### src/rtl/bip_cpu_core.sv
// ---------------------------------------------------------------------------
// bip_cpu_core
//
// Single-cycle BIP accumulator processor core. Holds the program counter,
// the accumulator, a RUN/HALT state and a saturating executed-instruction
// counter. Program and data memories are external and combinational-read;
// data memory writes are synchronous and qualified by o_WrRam.
//
// Ports:
//   i_clk              clock, rising edge
//   i_rst              asynchronous active-low reset
//   i_enable           1 = execute one instruction this cycle, 0 = stall
//   i_instruc          instruction fetched from o_addr_program_mem
//   i_data_memory      data read from o_addr_data_mem
//   o_addr_program_mem program counter
//   o_addr_data_mem    operand used as data address
//   o_data_memory      accumulator, used as store data
//   o_WrRam / o_RdRam  data memory write / read strobes
//   o_acc              accumulator value
//   o_halt             core has executed HLT
//   o_cycle_count      executed-instruction counter (saturating)
// ---------------------------------------------------------------------------
module bip_cpu_core #(
    parameter int NB_INSTRUC = 16,
    parameter int NB_OPCODE  = 5,
    parameter int NB_OPERAND = 11,
    parameter int NB_ADDR    = 11,
    parameter int NB_DATA    = 16,
    parameter int NB_CNT     = 32
) (
    input  logic                  i_clk,
    input  logic                  i_rst,
    input  logic                  i_enable,
    input  logic [NB_INSTRUC-1:0] i_instruc,
    input  logic [NB_DATA-1:0]    i_data_memory,
    output logic [NB_ADDR-1:0]    o_addr_program_mem,
    output logic [NB_ADDR-1:0]    o_addr_data_mem,
    output logic [NB_DATA-1:0]    o_data_memory,
    output logic                  o_WrRam,
    output logic                  o_RdRam,
    output logic [NB_DATA-1:0]    o_acc,
    output logic                  o_halt,
    output logic [NB_CNT-1:0]     o_cycle_count
);

    typedef enum logic {
        ST_RUN  = 1'b0,
        ST_HALT = 1'b1
    } state_t;

    localparam logic [NB_OPCODE-1:0] OP_HLT  = NB_OPCODE'(0);
    localparam logic [NB_OPCODE-1:0] OP_STO  = NB_OPCODE'(1);
    localparam logic [NB_OPCODE-1:0] OP_LD   = NB_OPCODE'(2);
    localparam logic [NB_OPCODE-1:0] OP_LDI  = NB_OPCODE'(3);
    localparam logic [NB_OPCODE-1:0] OP_ADD  = NB_OPCODE'(4);
    localparam logic [NB_OPCODE-1:0] OP_ADDI = NB_OPCODE'(5);
    localparam logic [NB_OPCODE-1:0] OP_SUB  = NB_OPCODE'(6);
    localparam logic [NB_OPCODE-1:0] OP_SUBI = NB_OPCODE'(7);
    localparam logic [NB_OPCODE-1:0] OP_AND  = NB_OPCODE'(8);
    localparam logic [NB_OPCODE-1:0] OP_ANDI = NB_OPCODE'(9);
    localparam logic [NB_OPCODE-1:0] OP_JMP  = NB_OPCODE'(10);
    localparam logic [NB_OPCODE-1:0] OP_BEQZ = NB_OPCODE'(11);
    localparam logic [NB_OPCODE-1:0] OP_BNEG = NB_OPCODE'(12);

    state_t               state_q, state_d;
    logic [NB_ADDR-1:0]   pc_q, pc_d;
    logic [NB_DATA-1:0]   acc_q, acc_d;
    logic [NB_CNT-1:0]    cnt_q, cnt_d;
    logic                 halt_q, halt_d;

    logic [NB_OPCODE-1:0]  opcode;
    logic [NB_OPERAND-1:0] operand;
    logic [NB_DATA-1:0]    imm;
    logic [NB_ADDR-1:0]    operand_addr;
    logic                  exec;
    logic                  wr_ram;
    logic                  rd_ram;
    logic                  unused_instruc_bits;

    assign opcode  = i_instruc[NB_INSTRUC-1 -: NB_OPCODE];
    assign operand = i_instruc[NB_OPERAND-1:0];

    // Operand bits beyond the address/immediate width are legitimately ignored.
    assign unused_instruc_bits = ^i_instruc;

    // Immediate: sign-extend a narrow operand, truncate a wide one.
    generate
        if (NB_OPERAND >= NB_DATA) begin : g_imm_trunc
            assign imm = operand[NB_DATA-1:0];
        end else begin : g_imm_sext
            assign imm = {{(NB_DATA-NB_OPERAND){operand[NB_OPERAND-1]}}, operand};
        end
    endgenerate

    // Address (data address and branch target): zero-extend or truncate.
    generate
        if (NB_OPERAND >= NB_ADDR) begin : g_addr_trunc
            assign operand_addr = operand[NB_ADDR-1:0];
        end else begin : g_addr_zext
            assign operand_addr = {{(NB_ADDR-NB_OPERAND){1'b0}}, operand};
        end
    endgenerate

    // Gating on i_rst keeps both strobes low while reset is held, even though
    // the state already reads RUN during reset.
    assign exec = i_rst && (state_q == ST_RUN) && i_enable;

    // Next-state decode for one executed instruction.
    always_comb begin
        pc_d    = pc_q;
        acc_d   = acc_q;
        state_d = state_q;
        cnt_d   = cnt_q;
        wr_ram  = 1'b0;
        rd_ram  = 1'b0;
        if (exec) begin
            if (cnt_q != {NB_CNT{1'b1}}) begin
                cnt_d = cnt_q + NB_CNT'(1);
            end
            pc_d = pc_q + NB_ADDR'(1);
            case (opcode)
                OP_HLT: begin
                    pc_d    = pc_q;
                    state_d = ST_HALT;
                end
                OP_STO:  wr_ram = 1'b1;
                OP_LD: begin
                    rd_ram = 1'b1;
                    acc_d  = i_data_memory;
                end
                OP_LDI:  acc_d = imm;
                OP_ADD: begin
                    rd_ram = 1'b1;
                    acc_d  = acc_q + i_data_memory;
                end
                OP_ADDI: acc_d = acc_q + imm;
                OP_SUB: begin
                    rd_ram = 1'b1;
                    acc_d  = acc_q - i_data_memory;
                end
                OP_SUBI: acc_d = acc_q - imm;
                OP_AND: begin
                    rd_ram = 1'b1;
                    acc_d  = acc_q & i_data_memory;
                end
                OP_ANDI: acc_d = acc_q & imm;
                OP_JMP:  pc_d = operand_addr;
                OP_BEQZ: begin
                    if (acc_q == '0) pc_d = operand_addr;
                end
                OP_BNEG: begin
                    if (acc_q[NB_DATA-1]) pc_d = operand_addr;
                end
                default: ;
            endcase
        end
        halt_d = (state_d == ST_HALT);
    end

    // All architectural state, including the registered halt flag.
    always_ff @(posedge i_clk or negedge i_rst) begin
        if (!i_rst) begin
            state_q <= ST_RUN;
            pc_q    <= '0;
            acc_q   <= '0;
            cnt_q   <= '0;
            halt_q  <= 1'b0;
        end else begin
            state_q <= state_d;
            pc_q    <= pc_d;
            acc_q   <= acc_d;
            cnt_q   <= cnt_d;
            halt_q  <= halt_d;
        end
    end

    assign o_addr_program_mem = pc_q;
    assign o_addr_data_mem    = operand_addr;
    assign o_data_memory      = acc_q;
    assign o_WrRam            = wr_ram;
    assign o_RdRam            = rd_ram;
    assign o_acc              = acc_q;
    assign o_halt             = halt_q;
    assign o_cycle_count      = cnt_q;

endmodule

### config.mk
export PLATFORM = sky130hd
export DESIGN_NAME = bip_cpu_core
export DESIGN_NICKNAME = d
export VERILOG_FILES = /design/src/rtl/bip_cpu_core.sv
export SDC_FILE = /design/constraint.sdc
export NUM_CORES = 1
export LEC_CHECK = 0
export CORE_ASPECT_RATIO = 0.8
export CORE_MARGIN = 1
export CORE_UTILIZATION = 45
export DETAILED_ROUTE_END_ITERATION = 10
export GPL_TIMING_DRIVEN = 0
export PLACE_DENSITY = 0.74
export SLEW_MARGIN = 25
export SYNTH_ARGS = -nofsm -noshare
export SYNTH_HDL_FRONTEND = slang
export SYNTH_SLANG_ARGS = --single-unit
export TNS_END_PERCENT = 5
### constraint.sdc
create_clock -name i_clk -period 4.35 [get_ports i_clk]
set_input_delay 0.6525 -clock i_clk [delete_from_list [all_inputs] [get_ports i_clk]]
set_output_delay 0.6525 -clock i_clk [all_outputs]
set_load 0.005 [all_outputs]
## Word level (Yosys, flattened, before mapping)

Cells that the tools add are included.
Widths: inputs -> output; s select.

- Register bits: 60
- Latch bits: 0
- RAM bits: 0
- ROM bits: 0
- Input port bits: 35
- Output and inout port bits: 89
- Memories kept: 0

- Add/sub/neg operators: 6
- $mul: 0
- Divide/modulo/power cells: 0
- Magnitude comparators: 0
- Eq/ne operators: 13
- Shift-type cells: 0
- Multiplexer cells: 8
- Bitwise gates (word level): 4
- Reduce and logical (&&, ||, !) cells: 10

Operators with widths:

| operator | count |
|---|---|
| $pmux 16 s8 | 1 |
| $pmux 11 s4 | 1 |
| $add 16x16->16 | 2 |
| $add 32x1->32 const B | 1 |
| $and 16x16->16 | 2 |
| $ne 32x32->1 const B | 1 |
| $sub 16x16->16 | 2 |
| $eq 5x4->1 const B | 5 |
| $mux 11 | 2 |
| $eq 5x3->1 const B | 4 |
| $logic_not 16->1 | 1 |
| $add 11x1->11 const B | 1 |
| $eq 5x2->1 const B | 2 |
| $reduce_and 2->1 | 4 |
| $reduce_bool 8->1 | 1 |
| $eq 5x1->1 const B | 1 |
| $logic_not 5->1 | 1 |
| $mux 1 | 4 |
| $reduce_or 4->1 | 1 |
| $logic_and 1x1->1 | 2 |
| $not 1->1 | 2 |

## Depth between registers and ports, before layout

Gate-level depths: netlist of run 1.

- Depth after elaboration: 4
- Mapped depth: 17
- Mapped depth without buffers: 17

## Worst setup path after synthesis of run 1

No wires, ideal clock.

- Path type: in2reg
- Start: input i_instruc[14]
- End: register acc_q[11] (netlist: o_acc[11])
- Arrival time: 3.851 ns
- Required time: 4.222 ns
- Setup slack: 0.371 ns
- Stages on the path: 14
- Cell sequence: clkbuf_1 nor3b_1 clkbuf_1 a31oi_1 o221ai_1 ha_1 nor2b_1 o2111ai_1 nand2_1 a2111oi_0 o21bai_1 xor2_1 a221oi_1 nor3_1

- Cells in the longest elaborated chain, start to end: 3

RTL lines:

| what | RTL line | RTL |
|---|---|---|
| start: declaration | 34 | `input logic [NB_INSTRUC-1:0] i_instruc,` |
| $eq 5x4->1, or another cell as far along | 121 | `case (opcode)` |
| $reduce_bool 8->1 (no source line) | -- |  |
| $reduce_and 2->1 (no source line) | -- |  |
| end signal: assignment | 165 | `acc_q <= '0;` |
| end signal: assignment | 171 | `acc_q <= acc_d;` |
| end: declaration | 67 | `logic [NB_DATA-1:0] acc_q, acc_d;` |

Several ways; a longest one is shown, not always the timed one.
A chain may end at the register's enable or synchronous reset.

## Final worst setup path of run 1

- Start: input i_instruc[11]
- End: register acc_q[12] (netlist: o_acc[12])

The elaborated chain is that of the path after synthesis.

==> impl_metrics.csv, run 1 <==
group,metric,value,unit
run_status,outcome,"finished, final reports clean",
routing,antenna_left,0,
sta,slew-limit-headroom,43.4,%
critical_path,end_kind,"register",
layout,num_antenna_cells,0,
clock_network,clock_path_buffers,2,
critical_path,critPathKind,"input pin to register",
flow_run,cap_violations,0,
floorplanning,core,10900,sq um
floorplanning,initial_core_util,46.5,%
routing,wl_per_cell,17.8,um
sta,rsz0062_at_grt,"true",
worst_hold_path,hold_class,"input pin to async pin",
critical_path,reg2reg_slack,1.34,ns
critical_path,r2r-end,"o_acc[12]",
grt,grt_use_total,28.4,%
placed_design,place_area,6460,sq um
critical_path,r2r_start,"o_acc[0]",
layout,drive_gt1_share,10.1,%
yosys,synth_top_area_share,29.6,%
grt,antenna_found_initial,0,
sta,post-route-period-util,96.2,%
yosys,yosysWarnings,0,
yosys,synthCells,639,
yosys,yosys_most_used_dff,"dfrtp_1",
grt,grt_first_pass_wirelength,26.1,mm
placed_design,io_buffers,117,
floorplanning,dieWidth,121,um
layout,postLayoutCellArea,6850,sq um
yosys,postSynthNetCount,695,
floorplanning,die_area,11700,sq um
layout,syn_to_final_growth,34.8,%
critical_path,crit_arrival,4.44,ns
clock_network,tritoncts,"built",
yosys,avgSynthCellArea,7.95,sq um
clock_network,clock-root-buffer,"clkbuf_16",
sta,finalClockSkew,0.00935,ns
yosys,ys_seq_area_share,29.6,%
critical_path,reg2reg_depth,12,
critical_path,critPathMaxFanout,12,
yosys,synth_edf_count,0,
yosys,synth_cell_type_count,61,
routing,firstDrtPassIters,5,
clock_network,clk_pin_slew_worst_paths,0.06,ns
yosys,synthArstFlopShare,100,%
clock_network,insertion_delay,0.34,ns
routing,drt_iter0_markers,578,
critical_path,worstPathRequired,4.61,ns
yosys,synth-seq-cells,60,
sta,final_hold_viol_count,0,
yosys,synthTopCellsByArea,"dfrtp_1 (30%), xnor2_1 (7.1%), nand2_1 (5.5%)",
sta,tightest_slew,0.846,ns
grt,grt_overflow_total,0,
grt,first_global_vias,4947,
sta,final-max-slew-violation-count,0,
clock_network,cts_buffers,9,
floorplanning,rows,34,
clock_network,htreeDepth,3,
routing,viasPerCell,5.96,
layout,fin_nets,823,
floorplanning,fp.dieH,97.0,um
power,peakVddDrop,211,uV
routing,drc,0,
power,power_density,399,nW/um^2
sta,final-setup-viol-count,0,
power,leakage,2.89,nW
placed_design,place_hpwl,12.5,mm
yosys,synth_area,5080,sq um
yosys,yosysTopAreaCell,"dfrtp_1",
clock_network,cts_sinks,60,
sta,hold_ws,0.180,ns
placed_design,place_congestion,0.911,
layout,fillers,964,
sta,fin_crit,4.18,ns
routing,wirelength,16.3,mm
critical_path,startpoint_type,"input pin",
sta,fmax,0.239,GHz
grt,grt_start_max_net_pins,50,
floorplanning,num_io_pins,124,
routing,vias,5461,
cells in the mapped netlist (7+ instances only):
cell type   n
a21o_1     14
a21oi_1    54
a221oi_1    9
and3_1     13
buf_4      28
clkbuf_1   25
dfrtp_1    60
ha_1       20
inv_1      17
mux2i_1     9
nand2_1    75
nand2b_1    7
nand3_1    22
nand4_1    13
nor2_1     51
nor3_1     21
nor4_1     10
o21ai_0    37
o22ai_1     8
xnor2_1    41
xor2_1     16
cells by family (layout without fill, tap and decap cells):
kind of cell,Yosys count,count (layout),share of synthesized area [%]
mux,11,11,2.22
fa+ha+maj,21,21,5.32
xor+xnor,57,57,9.83
flops,60,60,29.6
compound gates,176,176,22.3
simple gates,242,242,23.3
buf+inv,72,205,7.41
power by group:
group	switching, W	internal (W)	total (W)
clock network	0.000278	0.000416	0.000694
registers	0.000180	0.000671	0.000851
logic	0.000535	0.000655	0.00119
total	0.000992	0.00174	0.00273
worst max-delay path, stage by stage:
cell and delay, ns:
dlygate4sd2_1 0.46, clkbuf_2 0.35, clkbuf_1 0.44, o221ai_1 0.27, fa_1 0.48, a21o_1 0.20, a21oi_1 0.29, o21ai_0 0.25
a2111oi_1 0.46, nor3_1 0.13, xor2_1 0.18, o211ai_1 0.12, a2bb2oi_1 0.14
through the flow:
stage	power, W	worst slack [ns]	utilization (%)	TNS [ns]	std cells
6_report	0.00273	0.165	62.6	0	916
3_5_place_dp	0.00201	-1.19	59.1	-7.53	901
2_1_floorplan	0.00145	0.371	-	0	639
3_3_place_gp	0.00199	-1.58	58.8	-36.19	900
4_1_cts	0.00272	0.0166	62.0	0	915
5_1_grt	0.00290	-0.0169	62.6	-0.0170	916
registers in the layout, summed over array words and instances, names as in the netlist:
register,flops
o_halt,1
o_addr_program_mem,11
o_cycle_count,32
o_acc,16
cells in the final DEF, fill, tap and decap left out, drive strengths merged, types with 9 or more instances in the layout:
master,synthesis,routed
nand2,75,75
xnor2,41,41
nand3,22,22
a21o,14,14
clkbuf,25,33
nor3,21,21
ha,20,20
xor2,16,16
o21ai,39,39
a21oi,56,56
inv,17,17
nand4,13,13
dfrtp,60,60
and3,13,13
nor4,10,10
mux2i,9,9
clkdlybuf4s50,0,111
nor2,51,51
buf,30,34
a221oi,9,9
layer usage:
| layer | part of all wire [%] | vias to the layer above | track usage (%) | wire [um] |
|---|---|---|---|---|
| met2 | 43 | 256 | 41.8 | 7060 |
| li1 | - | 2554 | - | - |
| met1 | 47 | 2631 | 42.3 | 7720 |
| met3 | 8.2 | 20 | 6.01 | 1340 |
| met5 | 0 | - | 0 | 0 |
| met4 | 1.2 | 0 | 6.65 | 203 |
worst max-delay path by stage:
stage	startpoint	end	slack (ns)	cells past startpoint
after floorplan	i_instruc[14]	o_acc[11]	0.37	14
after global placement	i_rst	o_RdRam	-1.58	7
after detailed placement	i_instruc[13]	o_acc[11]	-1.19	14
after CTS	i_instruc[13]	o_acc[12]	0.02	16
after global routing	i_data_memory[2]	o_acc[11]	-0.02	15
final	i_instruc[11]	o_acc[12]	0.17	13
cell type report:
class	count	area [sq um]	share of cell area, %
Timing Repair Buffer	120	1220	17.8
Multi-Input combinational cell	507	3280	48.0
Inverter	17	63.8	0.932
Buffer	52	308	4.50
Clock inverter	5	36.3	0.530
Sequential cell	60	1500	21.9
Tap cell	144	180	2.63
Clock buffer	11	253	3.69
repair_timing:
| action | 4_1_cts | 5_1_grt |
|---|---|---|
| pin swaps | 0 | 1 |
| hold buffers | 0 | 0 |
| setup buffers | 0 | 2 |
| cloned | 0 | 0 |
| endpoints found under the setup margin | 9 | 6 |
| gates resized for setup | 11 | 18 |
(Power assumes the default switching activity.)
==> run 2: changes to the inputs <==
CORE_MARGIN = 1.5   (was 1)
==> run 2 against run 1 <==
Effect of this change: via count shrank 0.92%; fmax shrank 1.6%; global-route usage grew 0.18 points; sequential cell count is the same; critical path type unchanged; critical endpoint is now o_acc[11].
==> impl_metrics.csv, run 2 (synthesis gave the netlist of run 1 again) <==
group,metric,value,unit
run_status,outcome,"finished, final reports clean",
routing,vias,5411,
clock_network,clk_pin_slew_worst_paths,0.06,ns
floorplanning,dieWidth,122,um
layout,largest_reg_flops,32,
floorplanning,rows,34,
layout,num_antenna_cells,0,
layout,fillers,942,
placed_design,place_hpwl,12.9,mm
power,seqPwrFrac,29.9,%
clock_network,ctsHoldBuffers,0,
sta,fin_tns_setup,0,ns
routing,drt_iter0_markers,479,
sta,final_hold_viol_count,0,
power,combPwrFrac,42.3,%
clock_network,tritoncts,"built",
critical_path,crit_arrival,4.46,ns
clock_network,cts_sinks,60,
critical_path,crit_path_top_delay_cell,"clkdlybuf4s50_1",
routing,viasPerCell,5.89,
sta,finalClockSkew,0.0106,ns
critical_path,critPathKind,"input pin to register",
critical_path,path_delay_family,"compound AO/OA/AOI/OAI gates",
grt,grt_start_max_net_pins,49,
clock_network,clock_path_buffers,2,
floorplanning,num_io_pins,124,
placed_design,io_buffers,117,
routing,wl_per_cell,18.5,um
floorplanning,fp.dieH,98.0,um
layout,drive_gt1_share,10.1,%
clock_network,clock-root-buffer,"clkbuf_16",
sta,final-setup-viol-count,0,
sta,slew-limit-headroom,35.8,%
power,leakage,2.91,nW
floorplanning,die_area,11900,sq um
power,p_sw,0.000988,W
routing,drc,0,
routing,antenna_left,0,
critical_path,crit_chain,"clkdlybuf4s50_1, nor3b_4, buf_4, clkbuf_2, a31oi_1, o221ai_2, ha_1, nor2b_1, o2111ai_1, nand2_1, a2111oi_4, o21bai_1, xor2_1, a221oi_1, nor3_1",
placed_design,place_congestion,0.913,
layout,fin_nets,826,
floorplanning,core,10900,sq um
sta,hold_ws,0.193,ns
sta,fin_crit,4.25,ns
power,clkPwrFrac,27.7,%
critical_path,cp_num_buf_inv,3,
sta,post-route-period-util,97.8,%
grt,first_global_vias,5141,
layout,syn_to_final_growth,35.5,%
power,p_int,0.00186,W
sta,tightest_slew,0.960,ns
worst_hold_path,hold_class,"input pin to async pin",
power,power_density,414,nW/um^2
critical_path,worstPathRequired,4.55,ns
power,peakVddDrop,214,uV
placed_design,place_area,6470,sq um
routing,wirelength,17.0,mm
sta,fmax,0.235,GHz
grt,grt_first_pass_wirelength,27.1,mm
floorplanning,initial_core_util,46.5,%
critical_path,end_kind,"register",
clock_network,htreeDepth,3,
grt,grt_use_total,28.6,%
layout,layout_common_cells,"clkdlybuf4s50_1 (113), nand2_1 (75), dfrtp_1 (60)",
clock_network,insertion_delay,0.33,ns
power,switching_share,34.7,%
clock_network,cts_buffers,9,
flow_run,cap_violations,0,
critical_path,critPathMaxFanout,10,
layout,layout_commonest_cell,"clkdlybuf4s50_1",
layout,multi_input_area,3280,sq um
critical_path,startpoint_type,"input pin",
power,p_total,0.00285,W
sta,final-max-slew-violation-count,0,
routing,firstDrtPassIters,5,
grt,antenna_found_initial,0,
layout,postLayoutCellArea,6890,sq um
layout,regArea,1500,sq um
grt,grt_overflow_total,0,
critical_path,slowest_delay,0.50,ns
-- run 2: area by class of cell --
| type | instances | share of cell area (%) |
|---|---|---|
| plain buffers | 53 | 4.51 |
| repair buffers | 122 | 17.8 |
| clock buffers | 11 | 3.67 |
| inverters | 17 | 0.927 |
| multi-input cells | 507 | 47.6 |
| well taps | 144 | 2.62 |
| flip-flops and latches | 60 | 21.8 |
| clock inverters | 4 | 1.05 |
-- run 2: worst paths after layout --
| check | start | endpoint | slack (ns) | depth (start not counted) |
|---|---|---|---|---|
| setup / recovery | i_instruc[13] | o_acc[11] | 0.1 | 15 |
| hold / removal | i_rst | o_acc[7] | 0.19 | 1 |
| setup reg to reg | o_acc[0] | o_acc[12] | 1.54 | 12 |
| hold reg to reg | o_cycle_count[24] | o_cycle_count[24] | 0.50 | 1 |
| max in group asynchronous | i_rst | o_cycle_count[15] | 3.63 | 2 |
| min in group i_clk | o_cycle_count[24] | o_cycle_count[24] | 0.50 | 1 |
-- run 2: through the flow --
stage / instances / setup slack [ns] / utilization (%)
2_1_floorplan: 639 / 0.371 / -
3_3_place_gp: 900 / -1.60 / 58.8
3_5_place_dp: 902 / -1.37 / 59.2
4_1_cts: 915 / 0.0557 / 62.4
5_1_grt: 918 / -0.104 / 63.0
6_report: 918 / 0.0970 / 63.0
-- run 2: what timing repair did --
item	4_1_cts	5_1_grt
gates resized for setup	11	12
setup endpoints to repair	10	7
pin swaps	0	1
buffers inserted	0	3
-- run 2: per-layer routing --
metal | part of all wire (%) | wire length, um | up-vias | global-route usage, %
met4 | 1.0 | 171 | 0 | 6.15
met1 | 46 | 7840 | 2570 | 42.0
met5 | 0 | 0 | - | 0
li1 | - | - | 2573 | -
met3 | 8.3 | 1420 | 20 | 5.84
met2 | 45 | 7570 | 248 | 43.3
-- run 2: power groups by stage --
stage,Clock (W),Combinational [W],Sequential [W]
final,0.000790,0.00121,0.000852
after global routing,0.000826,0.00132,0.000871
after CTS,0.000798,0.00118,0.000847
after detailed placement,0,0.00116,0.000853
after global placement,0,0.00114,0.000846
after floorplan,0,0.000628,0.000819
==> run 3: changes to the inputs <==
ABC_AREA = 1   (was unset)
PLACE_DENSITY = 0.72   (was 0.74)
==> run 3 against run 2 <==
Effect of this change: count of clock-buffer cells in the layout shrank 2; hold slack worse by 0.021 ns; via count rose by 18%; power shrank 48%; sequential power down 35%; largest cell class unchanged; critical path type unchanged; sequential cell count stayed put; largest power group is now the clock network; fmax is 6.0% higher; area after synthesis increased by 13%; combinational power is 79% lower; global-route usage fell by 0.98 points; critical path depth rose by 6.
==> impl_metrics.csv, run 3 <==
group,metric,value,unit
critical_path,r2r-end,"o_acc[10]",
yosys,synth_edf_count,0,
sta,hold_ws,0.172,ns
critical_path,crit_chain,"clkdlybuf4s50_1, inv_1, nand3_2, clkbuf_1, nor2_1, o21ai_0, ha_1, inv_1, fa_1, nand3_1, nand2_1, nand2_1, nand2_1, inv_1, nor2_1, a21oi_1, nand2_1, nand3_1, nand2_1, nand2_1, nand2_1",
clock_network,htreeDepth,3,
clock_network,clock-root-buffer,"clkbuf_16",
placed_design,place_hpwl,14.2,mm
routing,vias,6370,
placed_design,place_area,7190,sq um
layout,syn_to_final_growth,29.7,%
grt,grt_overflow_total,0,
floorplanning,rows,36,
placed_design,io_buffers,120,
placed_design,place_congestion,0.987,
yosys,synth_top_area_share,26.1,%
clock_network,postCtsSetupBuffers,0,
clock_network,insertion_delay,0.35,ns
sta,final-setup-viol-count,0,
power,leakage,3.48,nW
critical_path,timing.critical_path.mode_cell,"nand2_1",
sta,rsz0062_at_grt,"false",
critical_path,critPathMaxFanout,10,
critical_path,crit_path_top_delay_cell,"clkdlybuf4s50_1",
run_status,outcome,"finished, final reports clean",
layout,drive_gt1_share,9.37,%
grt,grt_use_total,27.6,%
critical_path,r2r_start,"o_acc[0]",
yosys,synth.most_common_cell,"nand2_1",
yosys,yosysTopAreaCell,"dfrtp_1",
clock_network,cts_buffers,9,
floorplanning,initial_core_util,46.7,%
routing,wl_per_cell,15.4,um
routing,viasPerCell,5.33,
clock_network,ctsResizeCount,0,
grt,grt_first_pass_wirelength,29.1,mm
critical_path,worstPathRequired,4.58,ns
yosys,postSynthNetCount,944,
sta,fin_crit,4.01,ns
power,power_density,198,nW/um^2
floorplanning,num_io_pins,124,
layout,largest_reg_flops,32,
routing,wirelength,18.4,mm
yosys,synth_area,5750,sq um
floorplanning,core,12300,sq um
grt,antenna_found_initial,0,
layout,fillers,1186,
floorplanning,dieWidth,129,um
routing,firstDrtPassIters,6,
yosys,ys_seq_area_share,26.1,%
layout,num_antenna_cells,0,
routing,antenna_left,0,
yosys,synthTopCellsByArea,"dfrtp_1 (26%), nand2_1 (14%), inv_1 (6.5%)",
grt,first_global_vias,5591,
yosys,avgSynthCellArea,6.47,sq um
critical_path,end_kind,"register",
sta,final-max-slew-violation-count,0,
power,peakVddDrop,165,uV
clock_network,clk_pin_slew_worst_paths,0.06,ns
critical_path,crit_arrival,4.24,ns
critical_path,startpoint_type,"input pin",
routing,drt_iter0_markers,662,
grt,grt_start_max_net_pins,49,
critical_path,reg2reg_depth,16,
layout,layout_common_cells,"nand2_1 (218), clkdlybuf4s50_1 (119), inv_1 (100)",
floorplanning,fp.dieH,104,um
yosys,synth-seq-cells,60,
routing,drc,0,
sta,finalClockSkew,0.0115,ns
layout,fin_nets,1076,
yosys,synth_cell_type_count,43,
layout,postLayoutCellArea,7460,sq um
yosys,synthArstFlopShare,100,%
sta,tightest_slew,0.675,ns
sta,slew-limit-headroom,54.8,%
layout,layout_commonest_cell,"nand2_1",
sta,fmax,0.249,GHz
clock_network,cts_sinks,60,
clock_network,clock_path_buffers,2,
yosys,yosysWarnings,0,
worst_hold_path,hold_class,"input pin to async pin",
clock_network,tritoncts,"built",
critical_path,slowest_delay,0.60,ns
flow_run,cap_violations,0,
yosys,synthCells,888,
yosys,yosys_most_used_dff,"dfrtp_1",
sta,post-route-period-util,92.3,%
floorplanning,die_area,13500,sq um
critical_path,reg2reg_slack,2.02,ns
clock_network,ctsHoldBuffers,0,
yosys,synthTopCellsByCount,"nand2_1 (218), inv_1 (100), nor2_1 (96), o21ai_0 (67), dfrtp_1 (60)",
sta,final_hold_viol_count,0,
critical_path,critPathKind,"input pin to register",
layout,final_core_util,60.6,%
[run 3: cell types whose count changed in the layout (fill, tap and decap cells not counted), sizes merged, moves of 9 or more]
cell	delta
clkbuf	-21
mux2i	-9
a21o	-10
nand3	+33
inv	+91
o21ai	+42
and3	-13
nand2	+157
a221oi	-9
nor2	+52
xnor2	-32
[run 3: cells by family after synthesis]
group	synth area share, %
compound gates	16.2
fa+ha+maj	4.70
xor+xnor	5.03
flops	26.1
buf+inv	12.7
simple gates	35.3
[run 3: how the worst max path moves through the flow]
stage                           end  slack, ns             start  cells past startpoint
after floorplan           o_acc[15]       1.28  i_data_memory[0]                     21
after global placement      o_RdRam      -1.14             i_rst                      6
after CTS                 o_acc[10]       0.41     i_instruc[14]                     21
after detailed placement  o_acc[10]       0.06     i_instruc[14]                     21
after global routing      o_acc[10]      0.009     i_instruc[14]                     21
final                     o_acc[10]       0.34     i_instruc[14]                     21
[run 3: routing by layer]
layer  vias to the layer above  track usage, %  share of wire (%)
li1                       3204               -                  -
met1                      2851            42.5                 49
met2                       292            38.9                 41
met3                        23            4.99                8.2
met4                         0            7.70                1.5
met5                         -               0                  0
[run 3: report_power, final]
group / switching [W] / internal, W / total (W)
Combinational: 0.000154 / 0.0000964 / 0.000250
Sequential: 0 / 0.000558 / 0.000558
Clock: 0.000288 / 0.000382 / 0.000670
[run 3: cell type report]
| type | count | area [sq um] | share of cell area [%] |
|---|---|---|---|
| plain buffers | 44 | 320 | 4.30 |
| well taps | 171 | 214 | 2.87 |
| flip-flops and latches | 60 | 1500 | 20.1 |
| clock buffers | 9 | 225 | 3.02 |
| inverters | 108 | 408 | 5.47 |
| multi-input cells | 676 | 3520 | 47.2 |
| clock inverters | 7 | 43.8 | 0.587 |
| repair buffers | 121 | 1230 | 16.4 |
[run 3: through the flow]
step                      setup WS [ns]  setup TNS, ns  instances  power, W
after global routing            0.00894              0       1196   0.00153
after global placement            -1.14         -27.95       1179  0.000809
after detailed placement         0.0585              0       1180  0.000813
after CTS                         0.410              0       1196   0.00148
after floorplan                    1.28              0        888  0.000707
final                             0.337              0       1196   0.00148
[run 3: worst max-delay path: cells and delay by family]
kind | cells | cell delay (ns)
buffers and inverters | 5 | 1.39
AND/OR/NAND/NOR | 12 | 1.05
adder cells (fa/ha/maj) | 2 | 0.62
AO/OA/AOI/OAI | 2 | 0.51
